--- config.mk ---
export PLATFORM = sky130hd
export DESIGN_NAME = hh_gate_scheduler
export DESIGN_NICKNAME = d
export VERILOG_FILES = /design/src/rtl/hh_pkg.sv /design/src/rtl/hh_gate_scheduler.sv
export SDC_FILE = /design/constraint.sdc
export NUM_CORES = 1
export LEC_CHECK = 0
export CAP_MARGIN = 20
export CORE_MARGIN = 5
export CORE_UTILIZATION = 35
export CTS_BUF_LIST = sky130_fd_sc_hd__clkbuf_2
export CTS_CLUSTER_DIAMETER = 100
export CTS_CLUSTER_SIZE = 28
export DETAILED_ROUTE_END_ITERATION = 8
export PLACE_DENSITY = 0.69
export SETUP_SLACK_MARGIN = 0.15
export SYNTH_ARGS = -nofsm -noshare
export SYNTH_HDL_FRONTEND = slang
export SYNTH_SLANG_ARGS = --single-unit
--- constraint.sdc ---
create_clock -name clk -period 5.2 [get_ports clk]
set_input_delay 1.04 -clock clk [delete_from_list [all_inputs] [get_ports clk]]
set_output_delay 1.04 -clock clk [all_outputs]
set_load 0.03 [all_outputs]
--- src/rtl/hh_pkg.sv ---
// Shared types and constants for the Hodgkin-Huxley gate scheduler.
// Gate values are unsigned Q1.15, where 1.0 = 16'h8000.
package hh_pkg;

  typedef enum logic [1:0] {
    GATE_M = 2'd0,
    GATE_H = 2'd1,
    GATE_N = 2'd2
  } gate_sel_e;

  typedef enum logic [1:0] {
    ST_IDLE  = 2'd0,
    ST_ISSUE = 2'd1,
    ST_WAIT  = 2'd2,
    ST_DONE  = 2'd3
  } sched_state_e;

  localparam logic [15:0] ONE            = 16'h8000;
  localparam logic [15:0] M_INIT_DEFAULT = 16'h06C9;
  localparam logic [15:0] H_INIT_DEFAULT = 16'h4C4A;
  localparam logic [15:0] N_INIT_DEFAULT = 16'h28B4;

endpackage

--- src/rtl/hh_gate_scheduler.sv ---
// Shares one gate-update unit across the m, h and n gates for each integration step.
// Optional: define HH_GATE_CLAMP_EN to saturate captured gate values at 1.0 (16'h8000).
//
// state    | meaning
// ST_IDLE  | waiting for step_req; voltage latched on start
// ST_ISSUE | request for the selected gate presented until gu_ready
// ST_WAIT  | waiting for the response or the watchdog to expire
// ST_DONE  | one-cycle step_done pulse
module hh_gate_scheduler
  import hh_pkg::*;
#(
  parameter logic [15:0] M_INIT      = M_INIT_DEFAULT,
  parameter logic [15:0] H_INIT      = H_INIT_DEFAULT,
  parameter logic [15:0] N_INIT      = N_INIT_DEFAULT,
  parameter int          RSP_TIMEOUT = 64
) (
  input  logic        clk,
  input  logic        reset,
  input  logic        step_req,
  input  logic [15:0] v_in,
  output logic        step_busy,
  output logic        step_done,
  output logic        err_timeout,
  output logic        gu_valid,
  input  logic        gu_ready,
  output logic [1:0]  gu_sel,
  output logic [15:0] gu_v,
  output logic [15:0] gu_x,
  input  logic        gu_rsp_valid,
  input  logic [15:0] gu_rsp_x,
  output logic [15:0] m_q,
  output logic [15:0] h_q,
  output logic [15:0] n_q
);

  localparam logic [7:0] TMO_LAST = 8'(RSP_TIMEOUT - 1);

  sched_state_e r_state;
  sched_state_e w_next;

  logic [1:0]  r_sel;
  logic [15:0] r_v;
  logic [15:0] r_m;
  logic [15:0] r_h;
  logic [15:0] r_n;
  logic [7:0]  r_cnt;
  logic        r_err;

  logic        w_capture;
  logic        w_expire;
  logic        w_advance;
  logic [15:0] w_store;

  assign w_capture = (r_state == ST_WAIT) && gu_rsp_valid;
  // A response arriving on the last watchdog cycle wins over the timeout.
  assign w_expire  = (r_state == ST_WAIT) && !gu_rsp_valid && (r_cnt == TMO_LAST);
  assign w_advance = w_capture || w_expire;

`ifdef HH_GATE_CLAMP_EN
  assign w_store = (gu_rsp_x > ONE) ? ONE : gu_rsp_x;
`else
  assign w_store = gu_rsp_x;
`endif

  always_ff @(posedge clk or posedge reset) begin
    if (reset) begin
      r_state <= ST_IDLE;
    end else begin
      r_state <= w_next;
    end
  end

  always_comb begin
    w_next    = r_state;
    gu_valid  = 1'b0;
    step_busy = 1'b1;
    step_done = 1'b0;
    case (r_state)
      ST_IDLE: begin
        step_busy = 1'b0;
        if (step_req) w_next = ST_ISSUE;
      end
      ST_ISSUE: begin
        gu_valid = 1'b1;
        if (gu_ready) w_next = ST_WAIT;
      end
      ST_WAIT: begin
        if (w_advance) w_next = (r_sel == GATE_N) ? ST_DONE : ST_ISSUE;
      end
      ST_DONE: begin
        step_done = 1'b1;
        w_next    = ST_IDLE;
      end
      default: w_next = ST_IDLE;
    endcase
  end

  always_ff @(posedge clk or posedge reset) begin
    if (reset) begin
      r_sel <= GATE_M;
      r_v   <= 16'h0000;
      r_m   <= M_INIT;
      r_h   <= H_INIT;
      r_n   <= N_INIT;
      r_cnt <= 8'd0;
      r_err <= 1'b0;
    end else begin
      case (r_state)
        ST_IDLE: begin
          if (step_req) begin
            r_v   <= v_in;
            r_sel <= GATE_M;
          end
        end
        ST_ISSUE: begin
          if (gu_ready) r_cnt <= 8'd0;
        end
        ST_WAIT: begin
          if (w_capture) begin
            case (r_sel)
              GATE_M:  r_m <= w_store;
              GATE_H:  r_h <= w_store;
              GATE_N:  r_n <= w_store;
              default: ;
            endcase
          end else if (w_expire) begin
            r_err <= 1'b1;
          end else begin
            r_cnt <= r_cnt + 8'd1;
          end
          if (w_advance && (r_sel != GATE_N)) r_sel <= r_sel + 2'd1;
        end
        default: ;
      endcase
    end
  end

  always_comb begin
    gu_x = r_m;
    case (r_sel)
      GATE_M:  gu_x = r_m;
      GATE_H:  gu_x = r_h;
      GATE_N:  gu_x = r_n;
      default: gu_x = r_m;
    endcase
  end

  assign gu_sel      = r_sel;
  assign gu_v        = r_v;
  assign m_q         = r_m;
  assign h_q         = r_h;
  assign n_q         = r_n;
  assign err_timeout = r_err;

endmodule

[After elaboration in Yosys (flattened, before gate mapping)]
Cells that the tools add are included.
Storage, ports and cells
  flip-flop bits (word level): 77
Cells by class
  reduce and logical (&&, ||, !) cells: 18
  bitwise gates (word level): 1
  add/subtract/negate cells: 2
  equal/unequal tests: 13
  mux-type cells: 16
Operator list (count)
  $pmux W16 S2: 1
  $mux W8: 3
  $reduce_and A3 Y1: 6
  $pmux W8 S2: 1
  $mux W2: 6
  $ne A2 B2 Y1 const B: 6
  $add A8 B1 Y8 const B: 1
  $eq A8 B6 Y1 const B: 1
  $pmux W2 S4: 1
  $eq A2 B2 Y1 const B: 3
  $eq A2 B1 Y1 const B: 2
  $logic_and A1 B1 Y1: 4
  $logic_not A2 Y1: 2
  $pmux W2 S2: 1
  $reduce_and A4 Y1: 1
  $reduce_bool A2 Y1: 2
  $mux W1: 3
  $add A2 B1 Y2 const B: 1
  $ne A2 B1 Y1 const B: 1
  $reduce_and A2 Y1: 1
  $logic_not A1 Y1: 1
  $logic_or A1 B1 Y1: 1
  $not A1 Y1: 1

[Depth between registers and ports, before layout]
Gate-level depths: netlist of the first run.
  word-level depth: 7
  mapped depth: 7

[Worst setup path after synthesis of the first run]
No wires, ideal clock.
  path type: register -> output
  from: reg r_sel[0] (netlist: gu_sel[0])
  to: out gu_x[0]
  stages on the path, launching flop included: 7
  path slack: 2.211 ns
  data arrival time: 1.949 ns
  required time: 4.160 ns
  path through: dfrtp_1 > inv_1 > ha_1 > clkbuf_1 > clkbuf_1 > nor2_1 > a21oi_1
Between the ends
  word-level cells in the longest chain between the ends: 2
  elaborated cells on any way between the ends: 3
  those cells by class: 2 x eq/ne; 1 x mux
RTL lines
  start, declared: RTL line hh_gate_scheduler.sv:41  | logic [1:0] r_sel;
  start signal, assigned: RTL line hh_gate_scheduler.sv:131  | if (w_advance && (r_sel != GATE_N)) r_sel <= r_sel + 2'd1;
  $eq A2 B2 Y1 / $eq A2 B1 Y1 (equally long branches): RTL line hh_gate_scheduler.sv:140  | case (r_sel)
  $pmux W16 S2 *: RTL line hh_gate_scheduler.sv:140
  end, declared: RTL line hh_gate_scheduler.sv:28  | output logic [15:0] gu_x,
Mark *: on every way between the ends. The rest lies on a longest branch, timed or not.

[Final worst setup path of the first run]
  from: reg r_sel[0] (netlist: gu_sel[0])
  to: out gu_x[12]
The elaborated chain is that of the path after synthesis.

==> results of run 1 <==
## per-stage QoR
stage          area [um^2]  instances  total power, W
2_1_floorplan         3640        271         0.00236
3_3_place_gp          4940        514         0.00317
3_5_place_dp          4940        514         0.00321
4_1_cts               5050        530         0.00355
5_1_grt               5100        533         0.00374
6_report              5100        533         0.00354
## per-layer routing
layer	wire, um	vias up
li1	-	1225
met2	4220	84
met4	113	0
met1	4100	1300
met5	0	-
met3	616	7
## worst max-delay path by stage
stage                     startpoint        to  slack [ps]  cells past startpoint
after floorplan            gu_sel[0]   gu_x[0]        2210                      6
after global placement     gu_sel[0]   gu_x[5]        1780                      5
after detailed placement   gu_sel[0]   gu_x[3]        1700                      5
after CTS                  gu_sel[0]   gu_x[3]        1090                      5
after global routing       gu_sel[0]   gu_x[8]         940                      5
final                      gu_sel[0]  gu_x[12]        1220                      5
## placed cells by master (no fill, tap or decap), types with 9 or more instances in the layout
cell type,Yosys,layout
a21oi_1,18,18
a22oi_1,16,16
clkbuf_2,0,9
clkdlybuf4s50_1,0,122
dfrtp_1,59,59
dfstp_2,18,18
mux2_2,34,34
mux2_4,30,30
nand2_1,11,11
nor2_1,20,20
## where the power goes
part	internal [W]	leakage (nW)	switching (W)
clock network	0.000113	0.0739	0.000222
registers	0.000876	0.938	0.000208
logic	0.000972	1.17	0.00115
total	0.00196	2.19	0.00158
## state kept, by name, indices dropped and copies added (netlist names)
name / flops
err_timeout: 1
h_q: 16
r_cnt: 8
m_q: 16
gu_v: 16
r_state: 2
n_q: 16
gu_sel: 2
## cell families after synthesis
group                      after synthesis
buffers and inverters                   21
muxes                                   67
AOI/OAI and AO/OA                       47
and+or+nand+nor                         54
DFF                                     77
adders and majority gates                4
xor gates and xnor gates                 1
## critical path: stages, from the launching register on
cell and delay [ps]:
dfrtp_1 470, inv_1 100, ha_1 770, a22oi_1 200, a21oi_1 210, clkdlybuf4s50_1 700
## final cells by class
| type | count | share of cell area, % |
|---|---|---|
| Sequential cell | 77 | 38.2 |
| Multi-Input combinational cell | 173 | 30.7 |
| Timing Repair Buffer | 125 | 25.0 |
| Tap cell | 136 | 3.33 |
| Clock inverter | 7 | 1.45 |
| Clock buffer | 9 | 0.882 |
| Inverter | 5 | 0.368 |
| Antenna cell | 1 | 0.0490 |
==> results.yml, run 1 <==
sta:
  setup_ws_ps: 1220
  final_hold_viol_count: 0
  rsz0062_at_grt: "no"
  setup_viol: 0
  fin_tns_setup_ps: 0
  relSlewSlack_pct: 38.9
  whs_ps: 504
  fin_skew_ps: 31.3
  finalCritPeriodShare_pct: 76.5
  worst_pin_slew_ps: 917
  fin_crit_ps: 3980
  clock.fmax_mhz: 251
  drv_slew: 0
synthesis:
  synth-compound-area-share_pct: 8.41
  avgSynthCellArea_um2: 13.4
  yosys.area_share.simple_pct: 9.34
  synth-edff-count: 0
  yosysMostFrequentCell: "dfrtp_1"
  synth.top_cells.by_area: "dfrtp_1, dfstp_2, mux2_4"
  synth-seq-area-share_pct: 53.5
  synth.top_cell.area_share_pct: 40.5
  dominantRegCellSynth: "dfrtp_1"
  synth-async-reset-ratio_pct: 100
  yosys.area_share.adder_pct: 1.37
  syn_area_mm2: 0.00364
  synth_top_family_by_area: "multiplexers"
  ys_seq_elements: 77
  synthXorXnorAreaFrac_pct: 0.240
  synth_top_area_cell: "dfrtp_1"
  synthTopCellsByCount: "dfrtp_1, mux2_2, mux2_4"
  synthMuxAreaShare_pct: 23.7
  synth.distinct_cells: 44
  syn_nets: 312
  syn_inst: 271
  yosys_warnings: 0
grt:
  grt_pass1_vias: 2752
  busiest_layer: "met2"
  grt_overflow: 0
  grt_pass1_wl_um: 14600
  gr-usage-met2_pct: 23.1
  grt_max_degree: 48
  grt.met1_usage_pct: 18.8
  track_usage_pct: 14.5
  antenna_found_initial: 1
  use_met3_pct: 4.64
clock_tree:
  clkTransAtPathRegs_ps: 220
  cts-htree-levels: 3
  clockBufferDepth: 2
  cts-resized-gates: 0
  numCtsBuffers: 9
  hold_buffers: 0
  post-cts-setup-buffers: 0
  cts_tree: "yes"
  clock-root-buffer: "clkbuf_2"
  clock-sinks: 77
  insertion_delay_ps: 510
route:
  vias: 2616
  drtAntennaViolNets: 0
  drcViolationCount: 0
  via_per_inst: 4.91
  drt_first_iter_violations: 168
  drtPass1Iterations: 5
  routedWlPerCell_um: 17.0
  routed_wl_um: 9050
floorplan:
  dieArea_mm2: 0.0126
  coreArea_mm2: 0.0102
  fp.dieW_um: 112
  num_rows: 37
  start_util_pct: 35.6
  dieHeight_um: 112
  ios: 123
finish:
  finalCoreUtilization_pct: 49.9
  nFillCells: 907
  regArea_mm2: 0.00195
  syn_to_final_growth_pct: 40.1
  drive_gt1_share_pct: 28.3
  multi_input_comb_area_mm2: 0.00157
  layout.nets: 432
pwr:
  cellLeakagePower_nw: 2.19
  p_per_area_mw_per_mm2: 694
  max-vdd-ir-drop_mv: 0.320
worst_setup_path:
  required_ps: 4160
  critPathKind: "reg -> out"
  worstPathArrival_ps: 2940
  rr_startpoint: "gu_sel[0]"
  reg2reg_to: "n_q[15]"
  reg2reg_slack_ps: 2800
  worstPathMaxFanout: 19
  cp-start-kind: "flip-flop"
  endpoint_kind: "output pin"
  ff2ff_path_depth: 4
hold_path:
  hold_class: "reg -> reg"
  min_to: "err_timeout"
  min_from: "err_timeout"
  hold_depth: 1
placed_design:
  io_buffers: 122
  gp_congestion: 0.724
  dpl_worst_slack_ps: 1700
  dp_hpwl_um: 6330
job:
  cap_violations: 0
run_status:
  status: "finished clean"
(Power assumes the default switching activity.)
==> inputs of run 2 (changes only) <==
--- a/config.mk
+++ b/config.mk
@@ -12,7 +12,7 @@
 export CTS_CLUSTER_DIAMETER = 100
 export CTS_CLUSTER_SIZE = 28
 export DETAILED_ROUTE_END_ITERATION = 8
-export PLACE_DENSITY = 0.69
+export PLACE_DENSITY = 0.72
 export SETUP_SLACK_MARGIN = 0.15
 export SYNTH_ARGS = -nofsm -noshare
 export SYNTH_HDL_FRONTEND = slang
==> constraint.sdc (replaced) <==
create_clock -name clk -period 3.3 [get_ports clk]
set_input_delay 0.66 -clock clk [delete_from_list [all_inputs] [get_ports clk]]
set_output_delay 0.66 -clock clk [all_outputs]
set_load 0.03 [all_outputs]
==> results.yml, run 2 (synthesis gave the netlist of run 1 again) <==
worst_setup_path:
  critPathKind: "reg -> out"
  reg2reg_slack_ps: 1430
  endpoint_kind: "output pin"
  critical-path-top-delay-family: "buffers and inverters"
  worstPathArrival_ps: 2280
  worstPathMaxFanout: 17
  rr_startpoint: "gu_sel[0]"
  cpMaxStageDelayCell: "dfrtp_1"
  slowest_delay_ps: 460
  path_buf_inv: 3
  cp-start-kind: "flip-flop"
  ff2ff_path_depth: 5
  reg2reg_to: "n_q[8]"
  required_ps: 2640
  cp_cell_sequence: "inv_1, ha_1, buf_4, a22oi_1, a21oi_1, dlygate4sd2_1"
grt:
  track_usage_pct: 14.4
  grt_overflow: 0
  grt_pass1_vias: 2775
  grt_pass1_wl_um: 14500
  antenna_found_initial: 1
  grt_max_degree: 37
clock_tree:
  hold_buffers: 0
  cts-htree-levels: 3
  cts_tree: "yes"
  clock-root-buffer: "clkbuf_2"
  clockBufferDepth: 2
  numCtsBuffers: 9
  clock-sinks: 77
  post-cts-setup-buffers: 0
  insertion_delay_ps: 500
  clkTransAtPathRegs_ps: 220
sta:
  fin_tns_setup_ps: 0
  rsz0062_at_grt: "no"
  setup_viol: 0
  relSlewSlack_pct: 66.6
  setup_ws_ps: 364
  fin_crit_ps: 2940
  clock.fmax_mhz: 341
  drv_slew: 0
  fin_skew_ps: 38.4
  final_hold_viol_count: 0
  worst_pin_slew_ps: 500
  finalCritPeriodShare_pct: 89.0
  whs_ps: 434
floorplan:
  dieArea_mm2: 0.0126
  dieHeight_um: 112
  coreArea_mm2: 0.0102
  fp.dieW_um: 112
  start_util_pct: 35.6
  num_rows: 37
  ios: 123
placed_design:
  dpl_worst_slack_ps: 544
  io_buffers: 122
  dp_hpwl_um: 6460
  gp_congestion: 0.748
route:
  drt_first_iter_violations: 80
  routed_wl_um: 8950
  vias: 2595
  via_per_inst: 4.84
  drcViolationCount: 0
  routedWlPerCell_um: 16.7
  drtAntennaViolNets: 0
  drtPass1Iterations: 4
finish:
  final_common_cell: "clkdlybuf4s50_1"
  syn_to_final_growth_pct: 40.8
  layout.nets: 435
  nFillCells: 892
  final_cell_mix: "clkdlybuf4s50_1, dfrtp_1, mux2_2"
  finalCoreUtilization_pct: 50.1
  drive_gt1_share_pct: 28.8
pwr:
  p_sw_w: 0.00245
  p_clk_share_pct: 11.7
  finalPower_w: 0.00556
  switching_share_pct: 44.1
  combinationalPowerShare_pct: 57.7
  power_frac_seq_pct: 30.6
  max-vdd-ir-drop_mv: 0.509
  cellLeakagePower_nw: 2.24
  p_per_area_mw_per_mm2: 1080
  p_int_w: 0.00311
job:
  cap_violations: 0
hold_path:
  hold_class: "in -> async"
run_status:
  status: "finished clean"
-- run 2: changes by cell type in the layout (fill, tap and decap cells not counted), moves of 2 or more --
cell / delta
clkbuf_2: +2
clkinv_4: -3
buf_4: +3
bufinv_16: +2
clkdlybuf4s50_1: -16
dlygate4sd2_1: +16
-- run 2: what timing repair did --
action | 4_1_cts | 5_1_grt
gates resized for setup | 16 | 1
setup endpoints to repair | 16 | 6
gates cloned | 0 | 0
-- run 2: stage by stage --
step / instance area, um^2 / instances
after floorplan: 3640 / 271
after global placement: 4990 / 519
after detailed placement: 4990 / 519
after CTS: 5120 / 535
after global routing: 5130 / 536
final: 5130 / 536
-- run 2: how the worst max path moves through the flow --
stage                     slack, ps  startpoint      end  cells past startpoint
after global routing            160   gu_sel[0]  gu_x[3]                      6
after floorplan                 690   gu_sel[0]  gu_x[0]                      6
final                           360   gu_sel[0]  gu_x[7]                      6
after global placement          650   gu_sel[0]  gu_x[1]                      6
after detailed placement        540   gu_sel[0]  gu_x[7]                      6
after CTS                       260   gu_sel[0]  gu_x[7]                      6
-- run 2: routing by layer --
metal	vias up	GRT usage [%]	part of all wire [%]
met4	0	4.57	1.6
met5	-	0	0
met3	9	4.20	5.0
li1	1226	-	-
met2	76	23.1	47
met1	1284	18.9	46
-- run 2: area by class of cell --
cell class | instances | area [um^2] | area share (%)
repair buffers | 128 | 1260 | 24.6
well taps | 136 | 170 | 3.32
inverters | 5 | 18.8 | 0.366
flip-flops and latches | 77 | 1950 | 38.0
diodes | 1 | 2.50 | 0.0488
multi-input cells | 173 | 1570 | 30.6
clock inverters | 5 | 101 | 1.98
clock buffers | 11 | 55.1 | 1.07
-- run 2: power groups by stage --
stage / combinational (W) / clock, W / sequential [W]
2_1_floorplan: 0.00137 / 0 / 0.00235
3_3_place_gp: 0.00333 / 0 / 0.00170
3_5_place_dp: 0.00336 / 0 / 0.00172
4_1_cts: 0.00325 / 0.000672 / 0.00171
5_1_grt: 0.00338 / 0.000711 / 0.00176
6_report: 0.00321 / 0.000648 / 0.00170
-- run 2: worst register-to-register path, stage by stage (launching register included) --
cell	delay, ps
dfrtp_1	460
inv_1	100
ha_1	190
buf_4	280
nand3_4	330
mux2_4	410
==> inputs of run 3 (changes only) <==
--- a/config.mk
+++ b/config.mk
@@ -8,11 +8,12 @@
 export CAP_MARGIN = 20
 export CORE_MARGIN = 5
 export CORE_UTILIZATION = 35
-export CTS_BUF_LIST = sky130_fd_sc_hd__clkbuf_2
+export CTS_BUF_LIST = sky130_fd_sc_hd__clkbuf_4 sky130_fd_sc_hd__clkbuf_8
 export CTS_CLUSTER_DIAMETER = 100
 export CTS_CLUSTER_SIZE = 28
 export DETAILED_ROUTE_END_ITERATION = 8
-export PLACE_DENSITY = 0.72
+export DONT_BUFFER_PORTS = 1
+export PLACE_DENSITY = 0.56
 export SETUP_SLACK_MARGIN = 0.15
 export SYNTH_ARGS = -nofsm -noshare
 export SYNTH_HDL_FRONTEND = slang
==> results.yml, run 3 (synthesis gave the netlist of run 1 again) <==
run_status:
  status: "finished clean"
floorplan:
  fp.dieW_um: 112
  ios: 123
  dieArea_mm2: 0.0126
  dieHeight_um: 112
  coreArea_mm2: 0.0102
  start_util_pct: 35.6
  num_rows: 37
worst_setup_path:
  required_ps: 2640
  cp-start-kind: "flip-flop"
  worstPathArrival_ps: 2180
  critPathKind: "reg -> out"
  reg2reg_slack_ps: 1140
  critPathLaunch: "gu_sel[0]"
  rr_startpoint: "gu_sel[0]"
  worstPathMaxFanout: 19
  reg2reg_to: "n_q[3]"
  cp-endpoint: "gu_x[4]"
  ff2ff_path_depth: 4
  endpoint_kind: "output pin"
finish:
  drive_gt1_share_pct: 44.8
  final_common_cell: "dfrtp_1"
  layout.nets: 326
  final_cell_mix: "dfrtp_1, mux2_2, mux2_4"
  syn_to_final_growth_pct: 11.7
  nFillCells: 970
  multi_input_comb_area_mm2: 0.00157
  diodes: 0
  regArea_mm2: 0.00195
placed_design:
  gp_congestion: 0.740
  dp_hpwl_um: 5930
  io_buffers: 0
  dpl_worst_slack_ps: 474
grt:
  track_usage_pct: 14.2
  grt_pass1_wl_um: 13800
  antenna_found_initial: 0
  grt_overflow: 0
  grt_pass1_vias: 2384
  grt_max_degree: 40
route:
  drcViolationCount: 0
  met1_length_um: 3600
  drtAntennaViolNets: 0
  top_layer: "met4"
  vias: 2187
  drt_first_iter_violations: 95
  routed_wl_um: 8590
  via_per_inst: 5.13
  drtPass1Iterations: 4
  routedWlPerCell_um: 20.2
  wl_met2_um: 4290
  wl_met3_um: 519
clock_tree:
  clock-sinks: 77
  clock-root-buffer: "clkbuf_8"
  post-cts-setup-buffers: 0
  cts-htree-levels: 3
  clkTransAtPathRegs_ps: 80
  cts_tree: "yes"
  clockBufferDepth: 2
  numCtsBuffers: 9
  insertion_delay_ps: 370
sta:
  fin_tns_setup_ps: 0
  fin_skew_ps: 13.1
  worst_pin_slew_ps: 788
  relSlewSlack_pct: 47.4
  fin_crit_ps: 2840
  setup_ws_ps: 462
  rsz0062_at_grt: "no"
  setup_viol: 0
  whs_ps: 250
  drv_slew: 0
  finalCritPeriodShare_pct: 86.0
  clock.fmax_mhz: 352
  final_hold_viol_count: 0
pwr:
  p_per_area_mw_per_mm2: 1220
  cellLeakagePower_nw: 1.81
  finalPower_w: 0.00495
  max-vdd-ir-drop_mv: 0.557
job:
  cap_violations: 0
hold_path:
  hold_class: "in -> async"
run 3: worst min-delay path by stage:
stage,slack [ps],endpoint,start,depth (start not counted)
2_1_floorplan,460,r_cnt[2],r_cnt[2],1
3_3_place_gp,490,r_cnt[2],r_cnt[2],1
3_5_place_dp,500,r_cnt[2],r_cnt[2],1
4_1_cts,240,gu_v[2],reset,1
5_1_grt,280,gu_v[11],reset,1
6_report,250,gu_v[11],reset,1
run 3: routing by layer:
metal | vias to the layer above | GRT usage [%]
met2 | 63 | 23.1
met4 | 0 | 6.97
met1 | 1115 | 17.0
li1 | 996 | -
met3 | 13 | 4.42
met5 | - | 0
run 3: power by group:
group          switching (W)  internal, W  total [W]
Clock               0.000388     0.000359   0.000747
Sequential           0.00111      0.00139    0.00250
Combinational       0.000914     0.000790    0.00170
Total                0.00242      0.00254    0.00495
run 3: worst max-delay path, cell delays in order (launching register included):
cell	delay, ps
dfrtp_1	540
inv_1	170
ha_2	530
a22oi_1	210
a21oi_1	190
buf_4	180
run 3: what timing repair did:
item | in CTS | in global routing
hold buffers | 0 | 0
hold endpoints to repair | 0 | 0
gates resized for setup | 1 | 0
setup endpoints to repair | 15 | 0
run 3: layout make-up:
class	instances	share of cell area [%]
Multi-Input combinational cell	173	38.6
Clock inverter	7	2.00
Inverter	5	0.492
Timing Repair Buffer	19	3.81
Tap cell	136	4.18
Sequential cell	77	47.9
Clock buffer	9	3.04
run 3: metrics by stage:
stage | instance area [um^2] | std cells | util (%)
finish | 4070 | 426 | 39.8
detailed placement | 3860 | 410 | 37.8
CTS | 4070 | 426 | 39.8
floorplan | 3640 | 271 | -
global placement | 3860 | 410 | 37.8
global route | 4070 | 426 | 39.8
